## src/rtl/func_gen.sv

```systemverilog
// func_gen: out = MUL_K*a +/- (floor(cbrt(b)) << CBRT_SHIFT), clamped to zero when negative.
// A shift-add multiplier and a digit-by-digit cube root run side by side, then one add/sub stage.
module func_gen #(
  parameter int W          = 8,
  parameter int MUL_K      = 3,
  parameter int CBRT_SHIFT = 1
) (
  input  logic         clk,
  input  logic         rst,
  input  logic [W-1:0] a,
  input  logic [W-1:0] b,
  input  logic         mode,
  input  logic         start,
  output logic [2*W:0] out,
  output logic         sat,
  output logic         busy,
  output logic         done
);

  localparam int R  = (W + 2) / 3;
  localparam int OW = 2 * W + 1;
  localparam int PW = 2 * W;
  localparam int RW = 3 * R;
  localparam int TW = 5 * R + 2;
  localparam int L  = ((W > 2 * R) ? W : 2 * R) + 1;
  localparam int CW = $clog2(L + 1);
  localparam int SW = $clog2(RW + 1);
  localparam int IW = $clog2(R + 1);

  typedef enum logic [1:0] {IDLE = 2'd0, CALC = 2'd1, COMB = 2'd2} state_t;

  state_t         state_q, state_d;
  logic [CW-1:0]  cnt_q, cnt_d;
  logic [PW-1:0]  mcand_q, mcand_d;
  logic [W-1:0]   kbits_q, kbits_d;
  logic [PW-1:0]  prod_q, prod_d;
  logic [RW-1:0]  rem_q, rem_d;
  logic [R-1:0]   y_q, y_d;
  logic [TW-1:0]  t_q, t_d;
  logic [SW-1:0]  sh_q, sh_d;
  logic [IW-1:0]  rit_q, rit_d;
  logic           ph_q, ph_d;
  logic           mode_q, mode_d;
  logic [OW-1:0]  out_q, out_d;
  logic           sat_q, sat_d;
  logic           done_q, done_d;

  logic [R-1:0]   y2;
  logic [TW-1:0]  ye, t_base;
  logic [OW-1:0]  p_ext, s_ext;

  always_ff @(posedge clk or negedge rst) begin
    if (!rst) begin
      state_q <= IDLE;
      cnt_q   <= '0;
      mcand_q <= '0;
      kbits_q <= '0;
      prod_q  <= '0;
      rem_q   <= '0;
      y_q     <= '0;
      t_q     <= '0;
      sh_q    <= '0;
      rit_q   <= '0;
      ph_q    <= 1'b0;
      mode_q  <= 1'b0;
      out_q   <= '0;
      sat_q   <= 1'b0;
      done_q  <= 1'b0;
    end else begin
      state_q <= state_d;
      cnt_q   <= cnt_d;
      mcand_q <= mcand_d;
      kbits_q <= kbits_d;
      prod_q  <= prod_d;
      rem_q   <= rem_d;
      y_q     <= y_d;
      t_q     <= t_d;
      sh_q    <= sh_d;
      rit_q   <= rit_d;
      ph_q    <= ph_d;
      mode_q  <= mode_d;
      out_q   <= out_d;
      sat_q   <= sat_d;
      done_q  <= done_d;
    end
  end

  always_comb begin
    state_d = state_q;
    case (state_q)
      IDLE:    if (start) state_d = CALC;
      CALC:    if (cnt_q == CW'(L - 2)) state_d = COMB;
      COMB:    state_d = IDLE;
      default: state_d = IDLE;
    endcase
  end

  always_comb begin
    busy = (state_q != IDLE);
  end

  always_comb begin
    cnt_d   = cnt_q;
    mcand_d = mcand_q;
    kbits_d = kbits_q;
    prod_d  = prod_q;
    rem_d   = rem_q;
    y_d     = y_q;
    t_d     = t_q;
    sh_d    = sh_q;
    rit_d   = rit_q;
    ph_d    = ph_q;
    mode_d  = mode_q;
    out_d   = out_q;
    sat_d   = sat_q;
    done_d  = 1'b0;

    // Trial subtrahend for the next root bit, formed from the already-doubled y.
    y2     = y_q << 1;
    ye     = TW'(y2);
    t_base = (ye + ye + ye) * (ye + TW'(1)) + TW'(1);
    p_ext  = OW'(prod_q);
    s_ext  = OW'(y_q) << CBRT_SHIFT;

    case (state_q)
      IDLE: begin
        if (start) begin
          cnt_d   = '0;
          mcand_d = PW'(a);
          kbits_d = W'(MUL_K);
          prod_d  = '0;
          rem_d   = RW'(b);
          y_d     = '0;
          t_d     = '0;
          sh_d    = SW'(3 * (R - 1));
          rit_d   = IW'(R);
          ph_d    = 1'b0;
          mode_d  = mode;
        end
      end
      CALC: begin
        cnt_d = cnt_q + CW'(1);
        // Constant bits are consumed LSB first; once exhausted the product simply holds.
        if (kbits_q[0]) prod_d = prod_q + mcand_q;
        mcand_d = mcand_q << 1;
        kbits_d = kbits_q >> 1;
        if (rit_q != '0) begin
          if (!ph_q) begin
            y_d  = y2;
            t_d  = t_base << sh_q;
            ph_d = 1'b1;
          end else begin
            if (TW'(rem_q) >= t_q) begin
              rem_d = rem_q - RW'(t_q);
              y_d   = y_q + R'(1);
            end
            ph_d  = 1'b0;
            rit_d = rit_q - IW'(1);
            sh_d  = sh_q - SW'(3);
          end
        end
      end
      COMB: begin
        done_d = 1'b1;
        if (!mode_q) begin
          out_d = p_ext + s_ext;
          sat_d = 1'b0;
        end else if (p_ext >= s_ext) begin
          out_d = p_ext - s_ext;
          sat_d = 1'b0;
        end else begin
          out_d = '0;
          sat_d = 1'b1;
        end
      end
      default: ;
    endcase
  end

  assign out  = out_q;
  assign sat  = sat_q;
  assign done = done_q;

endmodule

```

## config.mk

```make
export PLATFORM = sky130hd
export DESIGN_NAME = func_gen
export DESIGN_NICKNAME = d
export VERILOG_FILES = /design/src/rtl/func_gen.sv
export SDC_FILE = /design/constraint.sdc
export NUM_CORES = 1
export LEC_CHECK = 0
export BUFFER_PORTS_ARGS = -buffer_cell sky130_fd_sc_hd__buf_2
export CAP_MARGIN = 20
export CELL_PAD_IN_SITES_DETAIL_PLACEMENT = 0
export CELL_PAD_IN_SITES_GLOBAL_PLACEMENT = 1
export CORE_MARGIN = 2
export CORE_UTILIZATION = 44
export CTS_BUF_LIST = sky130_fd_sc_hd__clkbuf_8
export DETAILED_ROUTE_END_ITERATION = 10
export PLACE_DENSITY = 0.76
export SLEW_MARGIN = 0
export SYNTH_ARGS = -nofsm -noshare
export SYNTH_HDL_FRONTEND = slang
export SYNTH_SLANG_ARGS = --single-unit
```

## constraint.sdc

```tcl
create_clock -name clk -period 2.7 [get_ports clk]
set_input_delay 0.675 -clock clk [delete_from_list [all_inputs] [get_ports clk]]
set_output_delay 0.675 -clock clk [all_outputs]
set_load 0.005 [all_outputs]
```

-- Word-level counts from Yosys, hierarchy flattened
Index checks and enable logic that the tools add are counted.
- $add $sub $neg: 12
- multipliers: 1
- magnitude comparators: 2
- equality and inequality tests: 11
- shift operators: 1
- multiplexer cells: 43
- reduce and logical (&&, ||, !) cells: 13
- operators by type and width (kind ; count):
    2-to-1 mux 17 bit ; 5
    one-hot mux 16 bit (2 select lines) ; 2
    2-to-1 mux 16 bit ; 3
    2-to-1 mux 9 bit ; 4
    one-hot mux 17 bit (2 select lines) ; 1
    one-hot mux 9 bit (2 select lines) ; 1
    adder 16 x 4 -> 17 bit ; 1
    greater-or-equal comparator 9 x 17 -> 1 bit ; 1
    << shifter 10 x 4 -> 17 bit ; 1
    subtractor 16 x 4 -> 17 bit ; 1
    adder 16 bit ; 1
    greater-or-equal comparator 16 x 4 -> 1 bit ; 1
    2-to-1 mux 4 bit ; 4
    one-hot mux 4 bit (2 select lines) ; 2
    one-hot mux 8 bit (2 select lines) ; 1
    != test 2 bit, second input constant ; 7
    2-to-1 mux 3 bit ; 4
    AND reduction 4 bit ; 3
    adder 9 x 1 -> 10 bit, second input constant ; 1
    2-to-1 mux 2 bit ; 5
    multiplier 5 x 4 -> 9 bit ; 1
    subtractor 9 bit ; 1
    2-to-1 mux 8 bit ; 1
    one-hot mux 2 bit (2 select lines) ; 2
    19 further kinds ; 29
- bits in registers: 102
- input port bits: 20
- output and inout bits: 20
- logic and storage cells: 98

-- Logic depth before layout (Yosys ltp)
Gate-level depths: netlist of the first run.
- word-level depth: 8
- depth in mapped cells: 11
- mapped depth without buffers: 11

-- Worst setup path after synthesis of the first run
No wires, ideal clock.
- path kind: reg2reg
- start: register y_q[0]
- end: register t_q[8]
- setup time: 87 ps
- arrival time: 2780 ps
- required time: 2613 ps
- path slack: -167 ps
- cell stages (with the launch flop): 12
- clock period less this slack: 2867 ps
- cells stage by stage: dfrtp_1 -> inv_1 -> ha_1 -> ha_1 -> ha_1 -> ha_1 -> o21ai_0 -> a21boi_0 -> xor2_1 -> o21ai_0 -> a22oi_1 -> o211ai_1
- word-level cells in the longest chain between the ends: 8
- elaborated cells between the ends (all ways): 9
- those cells by class: add/sub (4); mul (1); shift (1); mux (3)
- ends and longest elaborated chain (element ; line ; source):
    start: declaration ; 38 ; logic [R-1:0] y_q, y_d;
    start signal: assignment ; 76 ; y_q <= y_d;
    adder 3 x 3 -> 4 bit ; 121 ; t_base = (ye + ye + ye) * (ye + TW'(1)) + TW'(1);
    adder 4 x 3 -> 5 bit ; 121 ;
    multiplier 5 x 4 -> 9 bit * ; 121 ;
    adder 9 x 1 -> 10 bit * ; 121 ;
    << shifter 10 x 4 -> 17 bit * ; 150 ; t_d = t_base << sh_q;
    2-to-1 mux 17 bit * ; 148 ; if (!ph_q) begin
    2-to-1 mux 17 bit * ; 147 ; if (rit_q != '0) begin
    one-hot mux 17 bit (2 select lines) * ; 125 ; case (state_q)
    end signal: assignment ; 77 ; t_q <= t_d;
    end: declaration ; 39 ; logic [TW-1:0] t_q, t_d;
Mark *: on every way between the ends. The rest lies on a longest branch, timed or not. The select of a mux whose other input is x is not followed.
A chain may end at the register's enable or synchronous reset.

-- Worst setup path in the final report of the first run
- start: register y_q[1]
- end: register t_q[13]
Same word-level chain as after synthesis.

==> run metrics, run 1 <==
Syn Nets ~800; Final Hold Slack 0.291 ns; Worst-Skew Late Latency approximately 0.38 ns; Routed Antenna Nets 0; crit-path cells inv_2, ha_2, ha_4, and2_4, ha_4, a21o_4, a211o_1, and4_4, nor2_1, nor3_1, a221o_1; period utilization between 90% and 100%; utilization after layout 51.8%; Placed Instances about 940; commonest non-fill, non-tap cell in the layout dfrtp_1; CP max FO 5; Cell Rows 44; DRC Markers 0; share of layout cells above drive strength 1 19.0%; gp weighted congestion around 0.9; max-slew violation count 0; Crit. End Element flip-flop; core region area 0.0145 mm²; # IOs 40; critical path class reg -> reg; largest net degree at the start of global routing 45; total power 9.16 mW; GR Overflow Total 0; Static Leak between 3 and 4 nW; maximum VDD drop 0.646 mV; min Tclk post-route about 2.6 ns; fin cells 962; slowest stage delay, CP about 0.47 ns; commonest non-fill, non-tap cells in the layout 94 x dfrtp_1, 86 x nand2_1, 59 x o21ai_0; Crit. path cell count 11; CTS root buffer clkbuf_8; Synth area leaders dfrtp_1 37%, ha_1 9.4%, nand2_1 5.0%; Hold Path Class in -> async; Die H 126 µm; storage element area 0.00240 mm²; clk sinks 96; WP data required slightly below 3 ns; crit path buf inv count 1; number of fill cells in the layout 1351; first-pass GRT wire length 27000 µm; Fmax achieved 0.386 GHz; syn_area_per_cell 9.01 µm²; Slew HR 44.8%; top cell type's share of synthesized area 37.0%; most used flip-flop cell after synthesis dfrtp_1; die area 0.0158 mm²; worst reg2reg path depth 11; status finished, final reports clean; slowest CP cell dfrtp_2; sequential share of the synthesized area 37.0%; vias in the first global route 5393; Post-synth EDFFs 0; First-pass DRT Iterations 5; max-cap violations 0; area occupied by multi-input gates between 0.004 and 0.005 mm²; routed vias 5516; GRT Total Usage 21.1%; CTS Buffer Depth 2; hold_buf cts 0; dpl hpwl roughly 12000 µm; H-tree Lvls 3; CTS tree done; clk slew on worst S/H paths roughly 0.10 ns; Routed WL 16600 µm; Setup Viol. Count Final 0; post-synthesis cell type count 72; FF+latch count, synth 96; initial drt markers between 300 and 400; width of the die 126 µm; Worst Skew 0.0138 ns; fin nets 846; CP top delay family compound AO/OA/AOI/OAI gates; Mapped Area around 0.0065 mm²; DR WL/cell 17.3 µm; final hold viol count 0; initial antenna violation count 0; cell repeated most along the worst path ha_4; TritonCTS Buffers 9; CP arrival 2.86 ns; largest area contributor in the netlist dfrtp_1; Async SR Flop Fraction 100%; ANT cells 0; Initial Utilization 44.9%; via/cell ratio 5.73; CP startpoint kind flip-flop; P&R area growth vs syn 15.4%; yosys warns 0; worst-margin pin slew 0.821 ns; PD cells 1220 mW/mm²; PortBufs 39; Cells after Synth 721
-- what timing repair did --
item	in CTS	in global routing
buffers inserted	0	3
pin swaps	3	10
cloned	0	1
setup endpoints to repair	11	26
gates resized for setup	9	33
-- synthesized netlist by cell type, drive strengths merged, types with 4 or more instances --
cell    count
mux2i       9
xnor2      23
dfrtp      96
o21ai      65
o31ai       6
a211oi      6
a31oi      11
clkbuf     25
inv        34
nor3       15
a21o       12
ha         49
o211ai     10
nand3      18
fa          4
nor2b       5
buf        11
o221ai     10
xor2       18
a22oi      13
mux2        9
and2       10
a22o       13
nand2b      7
nand4       6
or3         7
nand2      88
nor4        6
nor2       49
o21a       10
a21oi      26
-- power breakdown --
part	leakage, nW	switching (mW)	total (mW)	internal [mW]
clock network	0.120	0.514	1.05	0.537
logic	2.06	3.06	5.38	2.32
registers	1.24	0.689	2.73	2.04
-- path summary, 6_finish.rpt --
kind                       startpoint          to  slack [ns]
setup / recovery               y_q[1]     t_q[13]        0.11
setup reg to reg               y_q[1]     t_q[13]        0.11
max in group asynchronous         rst      out[3]        1.67
min in group clk             cnt_q[3]  state_q[1]        0.48
hold reg to reg              cnt_q[3]  state_q[1]        0.48
hold / removal                    rst   prod_q[5]        0.29
-- sequential cells by signal (all words and copies together) (netlist names) --
name	flops
y_q	3
rem_q	9
ph_q	1
out	17
cnt_q	4
t_q	17
rit_q	2
sat	1
mode_q	1
sh_q	4
done	1
kbits_q	2
prod_q	16
mcand_q	16
state_q	2
-- kinds of logic after synthesis --
logic type / share of synthesized area (%)
flops: 37.0
fa+ha+maj: 10.7
xor+xnor: 5.53
buf+inv: 4.41
compound gates: 22.2
mux: 2.95
simple gates: 17.3
-- final cells by class --
class | instances | area share [%]
clock inverter | 6 | 1.02
clock buffer | 10 | 1.84
timing repair buffer | 76 | 6.39
tap | 184 | 3.07
sequential | 96 | 32.1
inverter | 34 | 1.70
multi-input combinational | 556 | 53.9
-- stage by stage --
stage	worst slack [ns]	TNS (ns)	area [µm²]
floorplan	-0.00543	-0.00543	6500
global placement	-0.0462	-0.0914	7030
detailed placement	-0.209	-1.09	7030
CTS	-0.0101	-0.0101	7270
global route	-0.00571	-0.00571	7500
finish	0.108	0	7500
-- metal layers --
layer / up-vias / GRT usage [%] / wire (µm)
li1: 2715 / - / -
met1: 2643 / 26.9 / 7300
met2: 128 / 36.3 / 8350
met3: 30 / 3.51 / 575
met4: 0 / 7.12 / 377
met5: - / 0 / 0
(Power assumes the default switching activity.)
==> inputs of run 2 (changes only) <==
- ABC_AREA: not set -> 1
- CORE_UTILIZATION: 44 -> 42
- PLACE_DENSITY: 0.76 -> 0.77
==> run metrics, run 2 <==
# IOs 40 (unchanged); DRC Markers 0 (unchanged); r2r startpoint y_q[1]; Cells after Synth 997 (+38%); Worst-Skew Late Latency 0.38 ns (about the same); initial drt markers 293 (-8.7%); R2R Path End t_q[16]; CTS Buffer Depth 2 (unchanged); Static Leak 4.04 nW (+18%); Cell Rows 47 (+6.8%); combinational fraction of design power 62.3% (+3.6 points); routed vias 6309 (+14%); largest net degree at the start of global routing 46 (+2.2%); initial antenna violation count 0 (unchanged); commonest non-fill, non-tap cells in the layout 320 x nand2_1, 100 x inv_1, 96 x nand3_1; Mapped Area 0.00699 mm² (+7.6%); Hold Path Class in -> async; core region area 0.0164 mm² (+13%); H-tree Lvls 3 (unchanged); CP max FO 8 (+3); min Tclk post-route 2.47 ns (-0.125 ns); clk sinks 96 (unchanged); crit-path cells ha_2, ha_1, ha_1, ha_1, nand2_1, nand2_1, nand2_1, nand2_1, nand3_1, nand3_1, nand3_1, nand2_1; max-cap violations 0 (unchanged); net switching power 4.95 mW (+16%); most used flip-flop cell after synthesis dfrtp_1; yosys warns 0 (unchanged); top cells by count, synth 320 x nand2_1, 99 x inv_1, 96 x dfrtp_1, 96 x nand3_1, 82 x nor2_1; internal power 4.46 mW (-8.9%); ANT cells 0 (unchanged); clk slew on worst S/H paths 0.11 ns (about the same); fin nets 1109 (+31%); WP data required 2.97 ns (about the same); Crit. End Element flip-flop; slowest stage delay, CP 0.48 ns (about the same); final hold viol count 0 (unchanged); First-pass DRT Iterations 5 (unchanged); max-slew violation count 0 (unchanged); Async SR Flop Fraction 100% (unchanged); power share of the clock group 9.5% (-2.0 points); PortBufs 39 (unchanged); hold_buf cts 0 (unchanged); Setup Total Neg Slack 0 ns (unchanged); met2 GRT Util 30.8% (-5.5 points); maximum VDD drop 0.651 mV (+0.79%); Sequential Power Share 28.2% (-1.6 points); CP startpoint kind flip-flop; met1 GRT Util 33.2% (+6.3 points); slowest CP cell dfrtp_2; unrepaired setup endpoints after global routing no; Post-synth EDFFs 0 (unchanged); syn_area_per_cell 7.02 µm² (-22%); Setup Viol. Count Final 0 (unchanged); CP arrival 2.74 ns (-0.12 ns); sequential share of the synthesized area 34.3% (-2.6 points); worst reg2reg path depth 12 (+1); cell repeated most along the worst path nand2_1; commonest non-fill, non-tap cell in the layout nand2_1; via/cell ratio 5.00 (-13%); GR peak layer met1; Sw Ratio 52.6% (+6.0 points); CP endpoint t_q[16]; Routed Antenna Nets 0 (unchanged); GR Layer Usage met3 2.30% (-1.2 points); share of layout cells above drive strength 1 11.7% (-7.3 points); crit path from y_q[1]; gp weighted congestion 0.867 (-3.9%); Worst Skew 0.0205 ns (+0.00677 ns); Synth area leaders dfrtp_1 34%, nand2_1 17%, ha_1 8.8%; critical path class reg -> reg; DR WL/cell 14.2 µm (-18%); period utilization 91.4% (-4.6 points); width of the die 133 µm (+6.0%); Setup WS pre-CTS 0.105 ns (+0.314 ns); worst-margin pin slew 0.621 ns (-0.200 ns); CTS root buffer clkbuf_8; utilization after layout 46.6% (-5.2 points); Die H 133 µm (+6.0%); first-pass GRT wire length 30200 µm (+12%); Syn Nets 1070 (+35%); Final Hold Slack 0.296 ns (+0.00433 ns); die area 0.0177 mm² (+12%); P&R area growth vs syn 9.37%; Fmax achieved 0.405 GHz (+5.1%); PD cells 1230 mW/mm² (+0.68%); FF+latch count, synth 96 (unchanged); top cell type's share of synthesized area 34.3% (-2.6 points); dpl hpwl 13900 µm (+14%); largest area contributor in the netlist dfrtp_1; Initial Utilization 42.6% (-2.3 points); GRT Total Usage 21.2% (+0.12 points); count leader, synth nand2_1; Slew HR 58.6% (+14 points); Routed WL 17900 µm (+7.5%); CTS tree done; TritonCTS Buffers 9 (unchanged); status finished, final reports clean; fin worst setup slack 0.233 ns (+0.125 ns); vias in the first global route 6001 (+11%); Worst R2R Setup Slack 0.23 ns (+0.13 ns); GR Overflow Total 0 (unchanged); post-synthesis cell type count 42 (-42%)
==> run 2: cell count changes after synthesis, sizes merged, moves of 11 or more <==
cell,before,now
nand2,88,331
nand3,18,97
nor2,49,98
clkbuf,25,14
xnor2,23,2
inv,34,113
a21oi,26,40
o22ai,1,14
a22o,13,1
==> run 2: critical path: cells and delay by family (launching register included) <==
| kind | cells | cell delay [ns] |
|---|---|---|
| adders and majority gates | 4 | 1.14 |
| DFF | 1 | 0.48 |
| and+or+nand+nor | 8 | 0.76 |
==> run 2: cells by family (layout without fill, tap and decap cells) <==
kind of cell,Yosys count,after routing,synth area share [%]
flops,96,96,34.3
fa+ha+maj,53,53,9.91
mux,1,1,0.143
buf+inv,140,184,8.25
xor+xnor,13,13,1.63
compound gates,141,141,11.2
simple gates,553,553,34.5
==> run 2: how the worst min path moves through the flow <==
| stage | cells after the start | start | endpoint |
|---|---|---|---|
| detailed placement | 2 | out[16] | out[16] |
| global placement | 2 | out[8] | out[8] |
| global route | 1 | rst | mcand_q[7] |
| CTS | 1 | rst | mcand_q[12] |
| floorplan | 0 | rst | cnt_q[0] |
| finish | 1 | rst | mcand_q[7] |
==> run 2: repair_timing <==
action                     in CTS  in global routing
buffers inserted                0                  1
resized for setup               0                  7
setup endpoints to repair       0                 12
==> run 2: area by class of cell <==
cell class / count / area [µm²]
inverters: 114 / 428
clock buffers: 10 / 138
multi-input cells: 761 / 4030
well taps: 220 / 275
clock inverters: 6 / 35.0
flip-flops and latches: 96 / 2400
repair buffers: 54 / 335
fillers: 1718 / 8760
==> run 2: metrics by stage <==
stage / cell area [µm²] / power, mW / instances
2_1_floorplan: 6990 / 7.04 / 997
3_3_place_gp: 7450 / 8.51 / 1244
3_5_place_dp: 7450 / 8.53 / 1244
4_1_cts: 7620 / 9.45 / 1260
5_1_grt: 7650 / 10.5 / 1261
6_report: 7650 / 9.41 / 1261
==> run 2: power groups by stage <==
| stage | clock network, mW | logic [mW] | registers [mW] |
|---|---|---|---|
| after floorplan | 0 | 4.61 | 2.43 |
| after global routing | 0.982 | 6.73 | 2.75 |
| final | 0.894 | 5.86 | 2.66 |
| after CTS | 0.925 | 5.87 | 2.65 |
| after global placement | 0 | 5.84 | 2.67 |
| after detailed placement | 0 | 5.85 | 2.68 |
==> run 2: per-layer routing <==
| metal | part of all wire [%] | vias to the layer above |
|---|---|---|
| met5 | 0 | - |
| met4 | 1.3 | 0 |
| met3 | 3.0 | 15 |
| met2 | 41 | 94 |
| met1 | 55 | 2882 |
| li1 | - | 3318 |
==> inputs of run 3 (changes only) <==
- PLACE_DENSITY: 0.77 -> 0.9
==> run metrics, run 3 (synthesis gave the netlist of run 2 again) <==
Setup Viol. Count Final 0 (unchanged); CTS root buffer clkbuf_8; WP data required 2.99 ns (+0.02 ns); R2R Path End t_q[9]; CP arrival 2.76 ns (+0.02 ns); Static Leak 4.07 nW (+0.81%); PortBufs 39 (unchanged); unrepaired setup endpoints after global routing no; ANT cells 0 (unchanged); Worst R2R Setup Slack 0.23 ns (about the same); GRT Total Usage 21.0% (-0.18 points); PD cells 1250 mW/mm² (+1.5%); initial antenna violation count 0 (unchanged); DR WL/cell 14.1 µm (-0.64%); Routed WL 17800 µm (-0.32%); Routed Antenna Nets 0 (unchanged); r2r startpoint y_q[1]; Slew HR 63.0% (+4.4 points); routed vias 6509 (+3.2%); # IOs 40 (unchanged); Cell Rows 47 (unchanged); first-pass GRT wire length 29900 µm (-1.0%); Hold Path Class in -> async; Crit. End Element flip-flop; Initial Utilization 42.6% (unchanged); CTS tree done; worst-margin pin slew 0.555 ns (-0.0657 ns); via/cell ratio 5.15 (+2.8%); Worst Skew 0.0153 ns (-0.00527 ns); status finished, final reports clean; fin nets 1113 (+0.36%); Final Cell Area 0.00769 mm² (+0.57%); width of the die 133 µm (unchanged); worst reg2reg path depth 13 (+1); hold_buf cts 0 (unchanged); GR Overflow Total 0 (unchanged); H-tree Lvls 3 (unchanged); clk sinks 96 (unchanged); clk slew on worst S/H paths 0.10 ns (about the same); die area 0.0177 mm² (unchanged); core region area 0.0164 mm² (unchanged); largest net degree at the start of global routing 44 (-4.3%); max-slew violation count 0 (unchanged); P&R area growth vs syn 10.0%; max-cap violations 0 (unchanged); Post-DP Area 0.00745 mm² (about the same); Die H 133 µm (unchanged); gp weighted congestion 0.879 (+1.4%); final hold viol count 0 (unchanged); min Tclk post-route 2.47 ns (-0.00208 ns); DRC Markers 0 (unchanged); TritonCTS Buffers 9 (unchanged); vias in the first global route 6032 (+0.52%); CP max FO 8 (unchanged); utilization after layout 46.9% (+0.27 points); CTS Buffer Depth 2 (unchanged); Fmax achieved 0.406 GHz (about the same); dpl hpwl 13900 µm (-0.17%); commonest non-fill, non-tap cells in the layout 320 x nand2_1, 100 x inv_1, 95 x nand3_1; CP startpoint kind flip-flop; critical path class reg -> reg; Worst-Skew Late Latency 0.39 ns (about the same); Setup Total Neg Slack 0 ns (unchanged); maximum VDD drop 0.406 mV (-38%); First-pass DRT Iterations 5 (unchanged); period utilization 91.3% (about the same); initial drt markers 427 (+46%); share of layout cells above drive strength 1 12.1% (+0.34 points); commonest non-fill, non-tap cell in the layout nand2_1
[run 3: repair_timing]
item | in CTS | in global routing
hold endpoints to repair | 0 | 0
resized for setup | 0 | 6
setup buffers | 0 | 3
endpoints found under the setup margin | 0 | 12
[run 3: per-layer routing]
metal / wire length [µm] / vias up / GRT usage, %
met2: 7590 / 150 / 32.0
li1: - / 3322 / -
met5: 0 / - / 0
met3: 794 / 19 / 2.68
met1: 9100 / 3018 / 31.0
met4: 310 / 0 / 6.45
[run 3: layout make-up]
type	instances	area [µm²]
clock buffer	11	151
clock inverter	5	56.3
fill	1668	8710
inverter	114	428
multi-input combinational	761	4030
sequential	96	2400
tap	220	275
timing repair buffer	58	353
[run 3: how the worst max path moves through the flow]
stage               startpoint       to  cells past startpoint
finish                  y_q[1]   t_q[9]                     13
global route            y_q[0]  t_q[16]                     16
CTS                     y_q[1]  t_q[16]                     12
detailed placement      y_q[1]  t_q[16]                     12
global placement        y_q[1]  t_q[16]                     12
floorplan               y_q[0]  t_q[16]                     13
[run 3: power by group]
group / internal [mW] / switching (mW)
combinational: 2.10 / 3.83
clock: 0.478 / 0.540
sequential: 2.04 / 0.622
[run 3: through the flow]
stage / total power [mW] / hold WS [ns] / setup slack, ns / instances
floorplan: 7.04 / 0.379 / 0.216 / 997
global placement: 8.47 / 0.459 / 0.181 / 1246
detailed placement: 8.55 / 0.462 / 0.132 / 1246
CTS: 9.60 / 0.264 / 0.0887 / 1262
global route: 10.7 / 0.288 / 0.00125 / 1265
finish: 9.61 / 0.252 / 0.235 / 1265
[run 3: critical path, cell delays in order, from the launching register on]
cell      delay (ns)
dfrtp_2         0.48
ha_1            0.25
ha_1            0.29
ha_1            0.30
ha_1            0.31
nand3b_1        0.18
nand3_1         0.12
nand3_1         0.10
nand3_1         0.10
nand2_1         0.05
inv_1           0.06
nand2_1         0.04
nand2_1         0.05
nand2_1         0.04
